$ cat src/rtl/rf_bypass_sb_if.sv
// Bus between decode/writeback and the rf_bypass_sb register file.
// Decode drives read selects and reservations; writeback drives writes.
interface rf_bypass_sb_if #(
  parameter int DATA_W = 16,
  parameter int ADDR_W = 3,
  parameter int NREAD  = 2
);
  logic [NREAD*ADDR_W-1:0] readregsel;
  logic [NREAD*DATA_W-1:0] readdata;
  logic [NREAD-1:0]        readbusy;
  logic [ADDR_W-1:0]       writeregsel;
  logic [DATA_W-1:0]       writedata;
  logic                    write;
  logic                    reserve;
  logic [ADDR_W-1:0]       reserveregsel;
  logic                    err;

  modport master (
    output readregsel, writeregsel, writedata, write, reserve, reserveregsel,
    input  readdata, readbusy, err
  );

  modport slave (
    input  readregsel, writeregsel, writedata, write, reserve, reserveregsel,
    output readdata, readbusy, err
  );
endinterface

$ cat src/rtl/rf_bypass_sb.sv
// Parametrised bypassing register file with per-register busy scoreboard.
// Optional ZERO_REG_EN: register 0 is hardwired zero and never tracked.
module rf_bypass_sb #(
  parameter int DATA_W = 16,
  parameter int ADDR_W = 3,
  parameter int NREAD  = 2
) (
  input logic           clk,
  input logic           rst,
  rf_bypass_sb_if.slave bus
);
  localparam int NREG = 2**ADDR_W;

  logic [DATA_W-1:0] mem [NREG];
  logic [NREG-1:0]   busy;
  logic [NREG-1:0]   busy_next;
  logic              err_q;
  logic              err_next;
  logic              wr_en;
  logic              rsv_en;

`ifdef ZERO_REG_EN
  assign wr_en  = bus.write   && (bus.writeregsel   != '0);
  assign rsv_en = bus.reserve && (bus.reserveregsel != '0);
`else
  assign wr_en  = bus.write;
  assign rsv_en = bus.reserve;
`endif

  // Reserve is applied after the clear so a same-cycle reserve wins.
  always_comb begin
    busy_next = busy;
    err_next  = rsv_en && busy[bus.reserveregsel] &&
                !(wr_en && (bus.writeregsel == bus.reserveregsel));
    if (wr_en)
      busy_next[bus.writeregsel] = 1'b0;
    if (rsv_en)
      busy_next[bus.reserveregsel] = 1'b1;
`ifdef ZERO_REG_EN
    busy_next[0] = 1'b0;
`endif
  end

  always_ff @(posedge clk) begin
    if (rst) begin
      for (int r = 0; r < NREG; r++)
        mem[r] <= '0;
      busy  <= '0;
      err_q <= 1'b0;
    end else begin
      if (wr_en)
        mem[bus.writeregsel] <= bus.writedata;
      busy  <= busy_next;
      err_q <= err_next;
    end
  end

  assign bus.err = err_q;

  for (genvar i = 0; i < NREAD; i++) begin : g_read
    logic [ADDR_W-1:0] sel;
    logic              hit;

    assign sel = bus.readregsel[i*ADDR_W +: ADDR_W];
    assign hit = wr_en && (bus.writeregsel == sel);

`ifdef ZERO_REG_EN
    assign bus.readdata[i*DATA_W +: DATA_W] =
      (sel == '0) ? '0 : (hit ? bus.writedata : mem[sel]);
    assign bus.readbusy[i] = (sel != '0) && busy[sel] && !hit;
`else
    assign bus.readdata[i*DATA_W +: DATA_W] = hit ? bus.writedata : mem[sel];
    assign bus.readbusy[i] = busy[sel] && !hit;
`endif
  end
endmodule

$ cat src/flat_wrapper.sv
// flat-port wrapper written by rule: the top's interface ports become plain ports
module rf_bypass_sb_flat 
#(
  parameter int DATA_W = 16,
  parameter int ADDR_W = 3,
  parameter int NREAD  = 2
)
  (clk, rst, bus_readregsel, bus_writeregsel, bus_writedata, bus_write, bus_reserve, bus_reserveregsel, bus_readdata, bus_readbusy, bus_err);
  rf_bypass_sb_if #(.DATA_W(DATA_W), .ADDR_W(ADDR_W), .NREAD(NREAD)) bus_i ();
  input logic clk;
  input logic rst;
  input wire logic [$bits(bus_i.readregsel)-1:0] bus_readregsel;
  input wire logic [$bits(bus_i.writeregsel)-1:0] bus_writeregsel;
  input wire logic [$bits(bus_i.writedata)-1:0] bus_writedata;
  input wire logic [$bits(bus_i.write)-1:0] bus_write;
  input wire logic [$bits(bus_i.reserve)-1:0] bus_reserve;
  input wire logic [$bits(bus_i.reserveregsel)-1:0] bus_reserveregsel;
  output wire logic [$bits(bus_i.readdata)-1:0] bus_readdata;
  output wire logic [$bits(bus_i.readbusy)-1:0] bus_readbusy;
  output wire logic [$bits(bus_i.err)-1:0] bus_err;
  assign bus_i.readregsel = bus_readregsel;
  assign bus_i.writeregsel = bus_writeregsel;
  assign bus_i.writedata = bus_writedata;
  assign bus_i.write = bus_write;
  assign bus_i.reserve = bus_reserve;
  assign bus_i.reserveregsel = bus_reserveregsel;
  assign bus_readdata = bus_i.readdata;
  assign bus_readbusy = bus_i.readbusy;
  assign bus_err = bus_i.err;
  rf_bypass_sb #(.DATA_W(DATA_W), .ADDR_W(ADDR_W), .NREAD(NREAD)) u_core (.clk(clk), .rst(rst), .bus(bus_i));
endmodule
$ cat config.mk
export PLATFORM = sky130hd
export DESIGN_NAME = rf_bypass_sb_flat
export DESIGN_NICKNAME = d
export VERILOG_FILES = /design/src/rtl/rf_bypass_sb_if.sv /design/src/rtl/rf_bypass_sb.sv /design/src/flat_wrapper.sv
export SDC_FILE = /design/constraint.sdc
export NUM_CORES = 1
export LEC_CHECK = 0
export ABC_CLOCK_PERIOD_IN_PS = 5570
export BUFFER_PORTS_ARGS = -buffer_cell sky130_fd_sc_hd__buf_2
export CAP_MARGIN = 20
export CORE_UTILIZATION = 35
export DETAILED_ROUTE_END_ITERATION = 12
export PLACE_DENSITY_LB_ADDON = 0.25
export SYNTH_ARGS = -nofsm -noshare
export SYNTH_HDL_FRONTEND = slang
export SYNTH_SLANG_ARGS = --single-unit
$ cat constraint.sdc
create_clock -name clk -period 5.57 [get_ports clk]
set_input_delay 1.114 -clock clk [delete_from_list [all_inputs] [get_ports clk]]
set_output_delay 1.114 -clock clk [all_outputs]
set_load 0.05 [all_outputs]
# Word-level counts from Yosys, hierarchy flattened
# Memories as Yosys holds them, arrays and structs flattened.
# Cells that the tools add are included.
[word_totals] register_bits=9 ramBits=128 input_bits=32 out_inout_bits=35 elab_cells=50 mem_count=1
[mem_list] name="u_core.mem" depth=8 word_bits=16 rd=2 rd_ports_with_merged_regs=0 write_ports=8 line_no="rf_bypass_sb.sv:14" text="logic [DATA_W-1:0] mem [NREG];"
[classes] magnitude_cmp=6 eq_ne=3 muxes=22 n_bitwise=3 n_reduce_logical=13
[ops] op="$mux W16" n=3
[ops] op="$lt A3 B4 Y1 const B" n=4
[ops] op="$mux W8" n=2
[ops] op="$reduce_or A16 Y1" n=1
[ops] op="$mux W1" n=11
[ops] op="$bmux W1 S3" n=3
[ops] op="$eq A3 B3 Y1" n=3
[ops] op="$logic_and A1 B1 Y1" n=9
[ops] op="$and A8 B8 Y8" n=1
[ops] op="$not A8 Y8" n=1
[ops] op="$or A8 B8 Y8" n=1
[ops] op="$demux W1 S3" n=2
[ops] op="$ge A3 B1 Y1 const B" n=2
[ops] op="$logic_not A1 Y1" n=3
[ops] op="$mux W3" n=1

# Depth between registers and ports, before layout
[depth] word_depth=9 depth_mapped=6

# Worst setup path after synthesis
# Ideal clock, no wire load.
[synth_path] kind="in2out" start="input bus_readregsel[4]" end="output bus_readdata[16]" arrival_ns=2.665 required_ns=4.456 slack_ns=1.791 path_stages=5 n_path_buf=2 path_cell_list="clkbuf_1 clkbuf_1 mux4_2 mux2_2 mux2_2"
[synth_between] elab_chain_len=3 word_cells_on_any_way=4
[synth_rtl] item="start: declaration" line_no="flat_wrapper.sv:12" text="input wire logic [$bits(bus_i.readregsel)-1:0] bus_readregsel;"
[synth_rtl] item="parallel branches: the longest is 2 deep, another holds $mem_v2 Z8 W16"
[synth_rtl] item="$mux W16 (*)" line_no="rf_bypass_sb.sv:72" text="assign bus.readdata[i*DATA_W +: DATA_W] = hit ? bus.writedata : mem[sel];"
[synth_rtl] item="end: declaration" line_no="flat_wrapper.sv:18" text="output wire logic [$bits(bus_i.readdata)-1:0] bus_readdata;"
# Every way passes the cells marked *.

# Final worst setup path
[layout_path] start="input bus_readregsel[0]" end="output bus_readdata[15]"
# Same word-level chain as after synthesis.

==> out/qor.yml <==
status: "complete, no violations"
drc: 0
maxSlewHeadroom: 0.309
htree_levels: 4
r2r_setup_slack_ns: 4.34
viasPerCell: 5.50
min_path_cells: 2
path_cells: "buf_2 > buf_4 > mux4_1 > mux2_2 > mux2_2 > buf_2"
finalCritPeriodShare: 0.795
area_delta_synth_final_pct: 13.4
clock-sinks: 137
rr_endpoint: "u_core.bus.err$_SDFF_PP0_"
clock_latency_ns: 0.41
grt_pass1_vias: 4965
routedWlPerCell_um: 24.8
cp_data_arrival_time_ns: 3.32
netlist.area_leader.share: 0.473
rsz0062_at_grt: "false"
required_ns: 4.46
hpwlAfterDp_mm: 13.1
grt_max_degree: 35
holdPathEnd: "u_core.busy[1]$_SDFF_PP0_"
clkTransAtPathRegs_ns: 0.06
num_io_pins: 67
drive_gt1_frac: 0.369
layout_commonest_cell: "and2_1"
synth_cells: 508
antenna_found_initial: 1
hold_path_class: "reg -> reg"
worstReg2RegStart: "u_core.busy[6]$_SDFF_PP0_"
cts_resized: 0
crit_fanout: 28
dieArea_um2: 23800
gp_congestion: 0.791
fin_nets: 600
max_freq_mhz: 226
crit_path_end_kind: "output pin"
die_w_um: 154
worstMarginPinSlew_ns: 1.04
vias: 4760
final.setup.tns_ns: 0
ir_drop_mv: 0.252
path_delay_family: "multiplexers"
power.density_nw_per_um2: 311
drt_wl_total_mm: 21.5
core_area_um2: 22700
antennaDiodeCount: 0
num_rows: 55
grt_pass1_wl_mm: 31.9
synth.distinct_cells: 39
cts_setup_buffers: 0
drv_cap: 0
worst_slack_ns: 1.14
start_kind: "input port"
die_h_um: 154
hp-start: "u_core.busy[1]$_SDFF_PP0_"
cts_buffers: 17
synth.area.top_cells: "edfxtp_1, mux4_1, and2_1, mux4_2, mux2_2"
cts_buffer_depth: 2
synth_top_cell_by_area: "edfxtp_1"
synthesis.area_um2: 8130
start_util: 0.358
yosys_warnings: 0
slew_violations: 0
setup_viol_count_final: 0
drt_iter0_drc: 299
r2r_cells: 3
finalClockSkew_ns: 0.000970
synth.yosys.seq_area_share: 0.495
portBuffers: 66
cp_num_buf_inv: 3
holdBufCountCts: 0
gr-usage-all-layers: 0.189
place_ws_ns: 1.14
layout_common_cells: "and2_1, edfxtp_1, buf_2"
cts_tree: "built"
cpMaxStageDelayCell: "mux4_1"
ys_ff_latch: 137
finalHoldViolations: 0
post_synth.cell_area_avg_um2: 16.0
p_leak_nw: 3.50
root_buffer: "clkbuf_16"
first_pass_iters: 5
cp_slowest_stage_delay_ns: 0.61
critical_path_class: "in -> out"
ant_nets: 0
gr-total-overflow: 0
fin_crit_ns: 4.43
synthesis.nets: 540
[stage by stage]
step,instances,area [um^2],power [mW],hold slack [ns],util
final,865,9210,2.86,0.483,0.406
after global routing,865,9210,2.96,0.505,0.406
after CTS,865,9210,2.88,0.481,0.406
after detailed placement,834,8630,1.77,0.472,0.380
after global placement,834,8630,1.76,0.473,0.380
after floorplan,508,8130,1.64,0.445,-
[cells in the mapped netlist, drive strengths merged]
master / number
nand2b: 3
a31o: 2
a21oi: 2
and3b: 1
a31oi: 1
nor2: 10
mux2: 66
nand3: 3
edfxtp: 128
mux4: 70
nand4: 2
a22o: 1
mux2i: 1
o21ai: 4
inv: 11
nor3: 2
a311oi: 1
o32ai: 1
nand2: 4
o21bai: 3
dfxtp: 9
clkbuf: 19
nand3b: 1
a32o: 2
xor2: 2
buf: 19
nor2b: 2
and2: 130
or3b: 1
xnor2: 7
[registers in the layout, indices dropped and copies added (netlist names)]
name and flops:
u_core.mem 128, u_core.busy 8, u_core.bus.err 1
[routing by layer]
layer,wire (um),share of wire,GRT usage,vias up
met3,872,0.041,0.0336,31
met5,14,0.00065,0,-
met4,442,0.021,0.0702,2
li1,-,-,-,2113
met1,8760,0.41,0.223,2480
met2,11400,0.53,0.343,134
[final cells by class]
class / count / area [um^2]
Sequential cell: 137 / 4020
Inverter: 11 / 41.3
Tap cell: 285 / 357
Timing Repair Buffer: 79 / 428
Clock inverter: 14 / 158
Fill cell: 2080 / 13500
Multi-Input combinational cell: 322 / 3780
Clock buffer: 17 / 425
[tightest hold or removal path, cell delays in order, from the launching register on]
cell and delay [ns]:
dfxtp_1 0.32, inv_1 0.05, o21ai_1 0.06
[logic make-up (layout without fill, tap and decap cells)]
kind of cell	after synthesis	in the layout	share of synthesized area
AOI/OAI and AO/OA	17	17	0.0151
xor gates and xnor gates	9	9	0.00970
buffers and inverters	49	121	0.0436
DFF	137	137	0.495
muxes	137	137	0.316
and+or+nand+nor	159	159	0.120
[worst max-delay path by stage]
stage,slack (ns),to,cells past startpoint,startpoint
after floorplan,1.79,bus_readdata[16],5,bus_readregsel[4]
after global placement,1.16,bus_readdata[15],6,bus_readregsel[0]
after detailed placement,1.14,bus_readdata[11],6,bus_readregsel[0]
after CTS,1.14,bus_readdata[11],6,bus_readregsel[0]
after global routing,1.06,bus_readdata[6],6,bus_readregsel[0]
final,1.14,bus_readdata[15],6,bus_readregsel[0]
[where the power goes]
part / switching [mW] / internal, mW
Clock: 0.424 / 0.695
Combinational: 0.309 / 0.207
Sequential: 0.0337 / 1.19
Total: 0.766 / 2.10
Note: power is estimated with default switching activity, not from simulation.
